==> src/rtl/serial_borrow_subtractor_if.sv <==
// Operand/result handshake bundle for the bit-serial subtractor.
// The master modport is the producer/consumer side; the slave modport is the subtractor.
interface serial_borrow_subtractor_if #(
  parameter int WIDTH = 8
) ();
  logic             in_valid;
  logic             in_ready;
  logic [WIDTH-1:0] a;
  logic [WIDTH-1:0] b;
  logic             bin;
  logic             out_valid;
  logic             out_ready;
  logic [WIDTH-1:0] d;
  logic             bout;

  modport master (
    output in_valid, a, b, bin, out_ready,
    input  in_ready, out_valid, d, bout
  );

  modport slave (
    input  in_valid, a, b, bin, out_ready,
    output in_ready, out_valid, d, bout
  );
endinterface

==> src/rtl/serial_borrow_subtractor.sv <==
// Bit-serial unsigned subtractor: {bout, d} = a - b - bin, one bit per clock, LSB first,
// behind valid/ready handshakes on the operand and result sides.
module serial_borrow_subtractor #(
  parameter int WIDTH = 8
) (
  input  logic                       clk,
  input  logic                       rst_n,
  serial_borrow_subtractor_if.slave  bus
);
  localparam int IW = (WIDTH > 1) ? $clog2(WIDTH) : 1;
  localparam logic [IW-1:0] LAST = IW'(WIDTH - 1);

  typedef enum logic [1:0] {
    IDLE,
    CALC,
    DONE
  } state_t;

  state_t           state, state_next;
  logic [WIDTH-1:0] a_q, b_q, d_q, d_acc, d_r;
  logic [IW-1:0]    idx;
  logic             brw, brw_next, bout_r;
  logic             a_bit, b_bit, diff_bit;
  logic             accept, in_ready, out_valid;

  assign accept = (state == IDLE) && bus.in_valid;

  // Full-subtractor cell on the current bit position.
  always_comb begin
    a_bit    = a_q[idx];
    b_bit    = b_q[idx];
    diff_bit = a_bit ^ b_bit ^ brw;
    brw_next = (~a_bit & b_bit) | (~(a_bit ^ b_bit) & brw);
    d_acc    = d_q;
    d_acc[idx] = diff_bit;
  end

  always_ff @(posedge clk or negedge rst_n) begin
    if (!rst_n) state <= IDLE;
    else        state <= state_next;
  end

  always_comb begin
    state_next = state;
    in_ready   = 1'b0;
    out_valid  = 1'b0;
    case (state)
      IDLE: begin
        in_ready = 1'b1;
        if (bus.in_valid) state_next = CALC;
      end
      CALC: begin
        if (idx == LAST) state_next = DONE;
      end
      DONE: begin
        out_valid = 1'b1;
        if (bus.out_ready) state_next = IDLE;
      end
      default: state_next = IDLE;
    endcase
  end

  // d/bout live in their own registers so the last result survives the next
  // accept (which clears the accumulator) until a new result is ready.
  always_ff @(posedge clk or negedge rst_n) begin
    if (!rst_n) begin
      a_q    <= '0;
      b_q    <= '0;
      d_q    <= '0;
      d_r    <= '0;
      brw    <= 1'b0;
      bout_r <= 1'b0;
      idx    <= '0;
    end else begin
      case (state)
        IDLE: begin
          if (accept) begin
            a_q <= bus.a;
            b_q <= bus.b;
            brw <= bus.bin;
            idx <= '0;
            d_q <= '0;
          end
        end
        CALC: begin
          d_q <= d_acc;
          brw <= brw_next;
          idx <= idx + IW'(1);
          if (idx == LAST) begin
            d_r    <= d_acc;
            bout_r <= brw_next;
          end
        end
        default: ;
      endcase
    end
  end

  assign bus.in_ready  = in_ready;
  assign bus.out_valid = out_valid;
  assign bus.d         = d_r;
  assign bus.bout      = bout_r;
endmodule
==> src/flat_wrapper.sv <==
// flat-port wrapper written by rule: the top's interface ports become plain ports
module serial_borrow_subtractor_flat 
#(
  parameter int WIDTH = 8
)
  (clk, rst_n, bus_in_valid, bus_a, bus_b, bus_bin, bus_out_ready, bus_in_ready, bus_out_valid, bus_d, bus_bout);
  serial_borrow_subtractor_if #(.WIDTH(WIDTH)) bus_i ();
  input  logic clk;
  input  logic rst_n;
  input wire logic [$bits(bus_i.in_valid)-1:0] bus_in_valid;
  input wire logic [$bits(bus_i.a)-1:0] bus_a;
  input wire logic [$bits(bus_i.b)-1:0] bus_b;
  input wire logic [$bits(bus_i.bin)-1:0] bus_bin;
  input wire logic [$bits(bus_i.out_ready)-1:0] bus_out_ready;
  output wire logic [$bits(bus_i.in_ready)-1:0] bus_in_ready;
  output wire logic [$bits(bus_i.out_valid)-1:0] bus_out_valid;
  output wire logic [$bits(bus_i.d)-1:0] bus_d;
  output wire logic [$bits(bus_i.bout)-1:0] bus_bout;
  assign bus_i.in_valid = bus_in_valid;
  assign bus_i.a = bus_a;
  assign bus_i.b = bus_b;
  assign bus_i.bin = bus_bin;
  assign bus_i.out_ready = bus_out_ready;
  assign bus_in_ready = bus_i.in_ready;
  assign bus_out_valid = bus_i.out_valid;
  assign bus_d = bus_i.d;
  assign bus_bout = bus_i.bout;
  serial_borrow_subtractor #(.WIDTH(WIDTH)) u_core (.clk(clk), .rst_n(rst_n), .bus(bus_i));
endmodule
==> config.mk <==
export PLATFORM = sky130hd
export DESIGN_NAME = serial_borrow_subtractor_flat
export DESIGN_NICKNAME = d
export VERILOG_FILES = /design/src/rtl/serial_borrow_subtractor_if.sv /design/src/rtl/serial_borrow_subtractor.sv /design/src/flat_wrapper.sv
export SDC_FILE = /design/constraint.sdc
export NUM_CORES = 1
export LEC_CHECK = 0
export BUFFER_PORTS_ARGS = -buffer_cell sky130_fd_sc_hd__buf_2
export CORE_UTILIZATION = 35
export DETAILED_ROUTE_END_ITERATION = 16
export GPL_ROUTABILITY_DRIVEN = 1
export PLACE_DENSITY_LB_ADDON = 0.2
export SETUP_SLACK_MARGIN = 0.3
export SLEW_MARGIN = 20
export SYNTH_ARGS = -nofsm -noshare
export SYNTH_HDL_FRONTEND = slang
export SYNTH_SLANG_ARGS = --single-unit
==> constraint.sdc <==
create_clock -name clk -period 2.8 [get_ports clk]
set_clock_uncertainty 0.1 [all_clocks]
set_input_delay 0.84 -clock clk [delete_from_list [all_inputs] [get_ports clk]]
set_output_delay 0.84 -clock clk [all_outputs]
set_load 0.05 [all_outputs]
==> qor.csv <==
stage;metric;value;unit
synth;synth_edf_count;0;
synth;syn_nets;187;
final_layout;antennaDiodeCount;0;
final_layout;nets;220;
final_layout;fillers;514;
cts;clk_latency;0.28;ns
sta;relSlewSlack;0.423;
sta;finalMaxSlewViolations;0;
synth;ys_seq_area_frac;0.530;
placement;dp_hpwl;2560;microns
synth;yosys_warnings;0;
synth;ys_types;32;
sta;max_freq;398;MHz
floorplan;die-area;5560;sq um
placement;io_buffers;31;
hold_path;hold_class;reg2reg;
grt;grt_util_all_layers;0.152;
pwr;internal_power;1800;uW
synth;synthArstFlopShare;1.00;
worst_setup_path;reg2reg_slack;0.29;ns
drt;vias;1350;
drt;drtIter0Drc;54;
drt;wire_per_inst;13.6;microns
pwr;power_density;1380;nW/um^2
worst_setup_path;worstPathArrival;2.55;ns
floorplan;core-area;5070;sq um
worst_setup_path;critPathLaunchType;flip-flop;
pwr;p_leak;0.00102;uW
synth;ys_seq_elements;39;
pwr;p_sw;1240;uW
grt;grt_pass1_wl;6310;microns
cts;clk_pin_slew;0.08;ns
cts;root_buffer;clkbuf_8;
drt;viasPerCell;5.06;
pwr;p_sw_frac;0.408;
floorplan;fp.dieW;74.6;microns
cts;cts_buffers;5;
grt;grt_pass1_vias;1321;
pwr;p_clk_frac;0.156;
drt;firstDrtPassIters;4;
floorplan;row_count;26;
worst_setup_path;end_kind;flip-flop;
pwr;seq_power_share;0.325;
pwr;vdd_drop_max;0.564;mV
worst_setup_path;critPathRequiredTime;2.84;ns
synth;syn-cell-area;1840;sq um
sta;finalSetupTns;0;ns
floorplan;boundaryPins;32;
synth;synth_ff_type;dfrtp_1;
drt;drc;0;
grt;grt_max_degree;40;
final_layout;drive_gt1_frac;0.335;
placement;gp_congestion;0.833;
cts;cts.sinks;39;
cts;clockBufferDepth;2;
flow_run;cap_violations;0;
synth;avgSynthCellArea;11.3;sq um
sta;final-hold-violation-count;0;
synth;synthCells;163;
floorplan;initial_utilization;0.363;
sta;holdWs;0.377;ns
cts;cts_hold_buf;0;
cts;ctsHtreeMaxLevel;2;
cts;cts_tree;yes;
grt;antenna_found_initial;0;
run_status;status;completed;
sta;finalCriticalPeriod;2.51;ns
worst_setup_path;crit_path_max_fanout;7;
grt;grt_overflow_total;0;
sta;final-setup-viol-count;0;
worst_setup_path;critPathKind;reg2reg;
sta;tightest_slew;0.865;ns
floorplan;die_h;74.6;microns
pwr;p_comb_frac;0.519;
sta;rsz0062_at_grt;yes;
drt;ant_nets;0;
final_layout;areaGrowthSynthToFinish;19.6;%
sta;fin_crit_sh;0.898;
drt;wirelength;3620;microns
## final timing paths
path,startpoint,to,cells past startpoint
setup / recovery,u_core.idx[1]$_DFFE_PN0P_,u_core.bus.d[7]$_DFFE_PN0P_,7
hold / removal,u_core.bus.d[0]$_DFFE_PN0P_,u_core.bus.d[0]$_DFFE_PN0P_,2
setup reg to reg,u_core.idx[1]$_DFFE_PN0P_,u_core.bus.d[7]$_DFFE_PN0P_,7
hold reg to reg,u_core.bus.d[0]$_DFFE_PN0P_,u_core.bus.d[0]$_DFFE_PN0P_,2
max in group asynchronous,rst_n,u_core.idx[2]$_DFFE_PN0P_,1
min in group asynchronous,rst_n,u_core.bus.d[0]$_DFFE_PN0P_,1
## synth_stat cells (2+ instances only)
| library cell | count | share of area |
|---|---|---|
| dfrtp_1 | 39 | 0.53 |
| o21ai_0 | 19 | 0.052 |
| nand2_1 | 17 | 0.035 |
| mux2_2 | 16 | 0.098 |
| mux2i_1 | 11 | 0.060 |
| a22o_1 | 5 | 0.024 |
| buf_2 | 5 | 0.014 |
| inv_1 | 5 | 0.010 |
| clkbuf_1 | 4 | 0.0081 |
| o22ai_1 | 4 | 0.014 |
| a21oi_1 | 3 | 0.0081 |
| nand2b_1 | 3 | 0.010 |
| nand3_1 | 3 | 0.0081 |
| nand3b_1 | 3 | 0.012 |
| nor2_1 | 3 | 0.0061 |
| nor3b_1 | 3 | 0.012 |
| a221o_1 | 2 | 0.011 |
| and2_1 | 2 | 0.0068 |
| ha_1 | 2 | 0.014 |
| o21bai_1 | 2 | 0.0081 |
## metrics by stage
step / instance area, sq um / cells / util / power [uW] / worst slack (ns)
final: 2200 / 267 / 0.434 / 3050 / 0.286
after global routing: 2200 / 267 / 0.434 / 3300 / 0.103
after CTS: 2200 / 267 / 0.434 / 3070 / 0.290
after detailed placement: 2080 / 259 / 0.410 / 2540 / 0.251
after global placement: 2080 / 259 / 0.410 / 2480 / 0.296
after floorplan: 1860 / 163 / - / 2220 / 0.243
## layout make-up
cell class	count	area, sq um	share of cell area
Tap cell	70	87.6	0.0398
Clock buffer	6	82.6	0.0375
Clock inverter	2	35.0	0.0159
Sequential cell	39	977	0.443
Multi-Input combinational cell	108	798	0.362
Inverter	5	18.8	0.00852
Timing Repair Buffer	37	204	0.0926
## timing repair
item                                    in CTS  in global routing
buffers inserted                             0                  0
endpoints found under the setup margin       8                 16
pin swaps                                    1                  0
gates resized for setup                      2                  1
## cells by family (layout without fill, tap and decap cells)
kind of cell | after synthesis | count (layout) | synth area share
compound gates | 40 | 40 | 0.139
flops | 39 | 39 | 0.530
simple gates | 37 | 37 | 0.101
mux | 28 | 28 | 0.166
buf+inv | 16 | 50 | 0.0400
fa+ha+maj | 3 | 3 | 0.0244
## critical path: stages, from the launching register on
cell	delay (ns)
dfrtp_1	0.39
mux2_4	0.30
a221o_1	0.31
a222oi_1	0.32
fa_2	0.59
buf_6	0.15
mux2i_1	0.12
o21ai_0	0.09
## layer usage
metal | track usage | wire length [microns] | vias up
met5 | 0 | 0 | -
met4 | 0.0440 | 17 | 0
met3 | 0.0379 | 199 | 2
met2 | 0.242 | 1640 | 46
met1 | 0.204 | 1770 | 656
li1 | - | - | 646
## sequential cells by signal, summed over array words and instances, names as in the netlist
name / cells
u_core.a_q: 8
u_core.b_q: 8
u_core.brw: 1
u_core.bus.bout: 1
u_core.bus.d: 8
u_core.d_q: 8
u_core.idx: 3
u_core.state: 2
## layout by cell type, fill, tap and decap left out, types with 2 or more instances in the layout
cell type,n
nor3b_1,3
dfrtp_1,38
nor2_1,3
inv_1,5
mux2_2,16
clkbuf_8,6
nand3_1,3
nand3b_1,3
a221o_1,2
ha_1,2
o22ai_1,4
a22o_1,5
nand2_1,17
buf_2,31
buf_4,5
nand2b_1,3
o21ai_0,19
mux2i_1,11
a21oi_1,3
o21bai_1,2
## power by group through the flow
stage                     Sequential, uW  Clock (uW)  Combinational [uW]
final                                990         476                1580
after global routing                1020         519                1760
after CTS                            990         489                1590
after detailed placement            1000           0                1530
after global placement               987           0                1490
after floorplan                     1120           0                1100
Power figures use the tool's default switching activity.
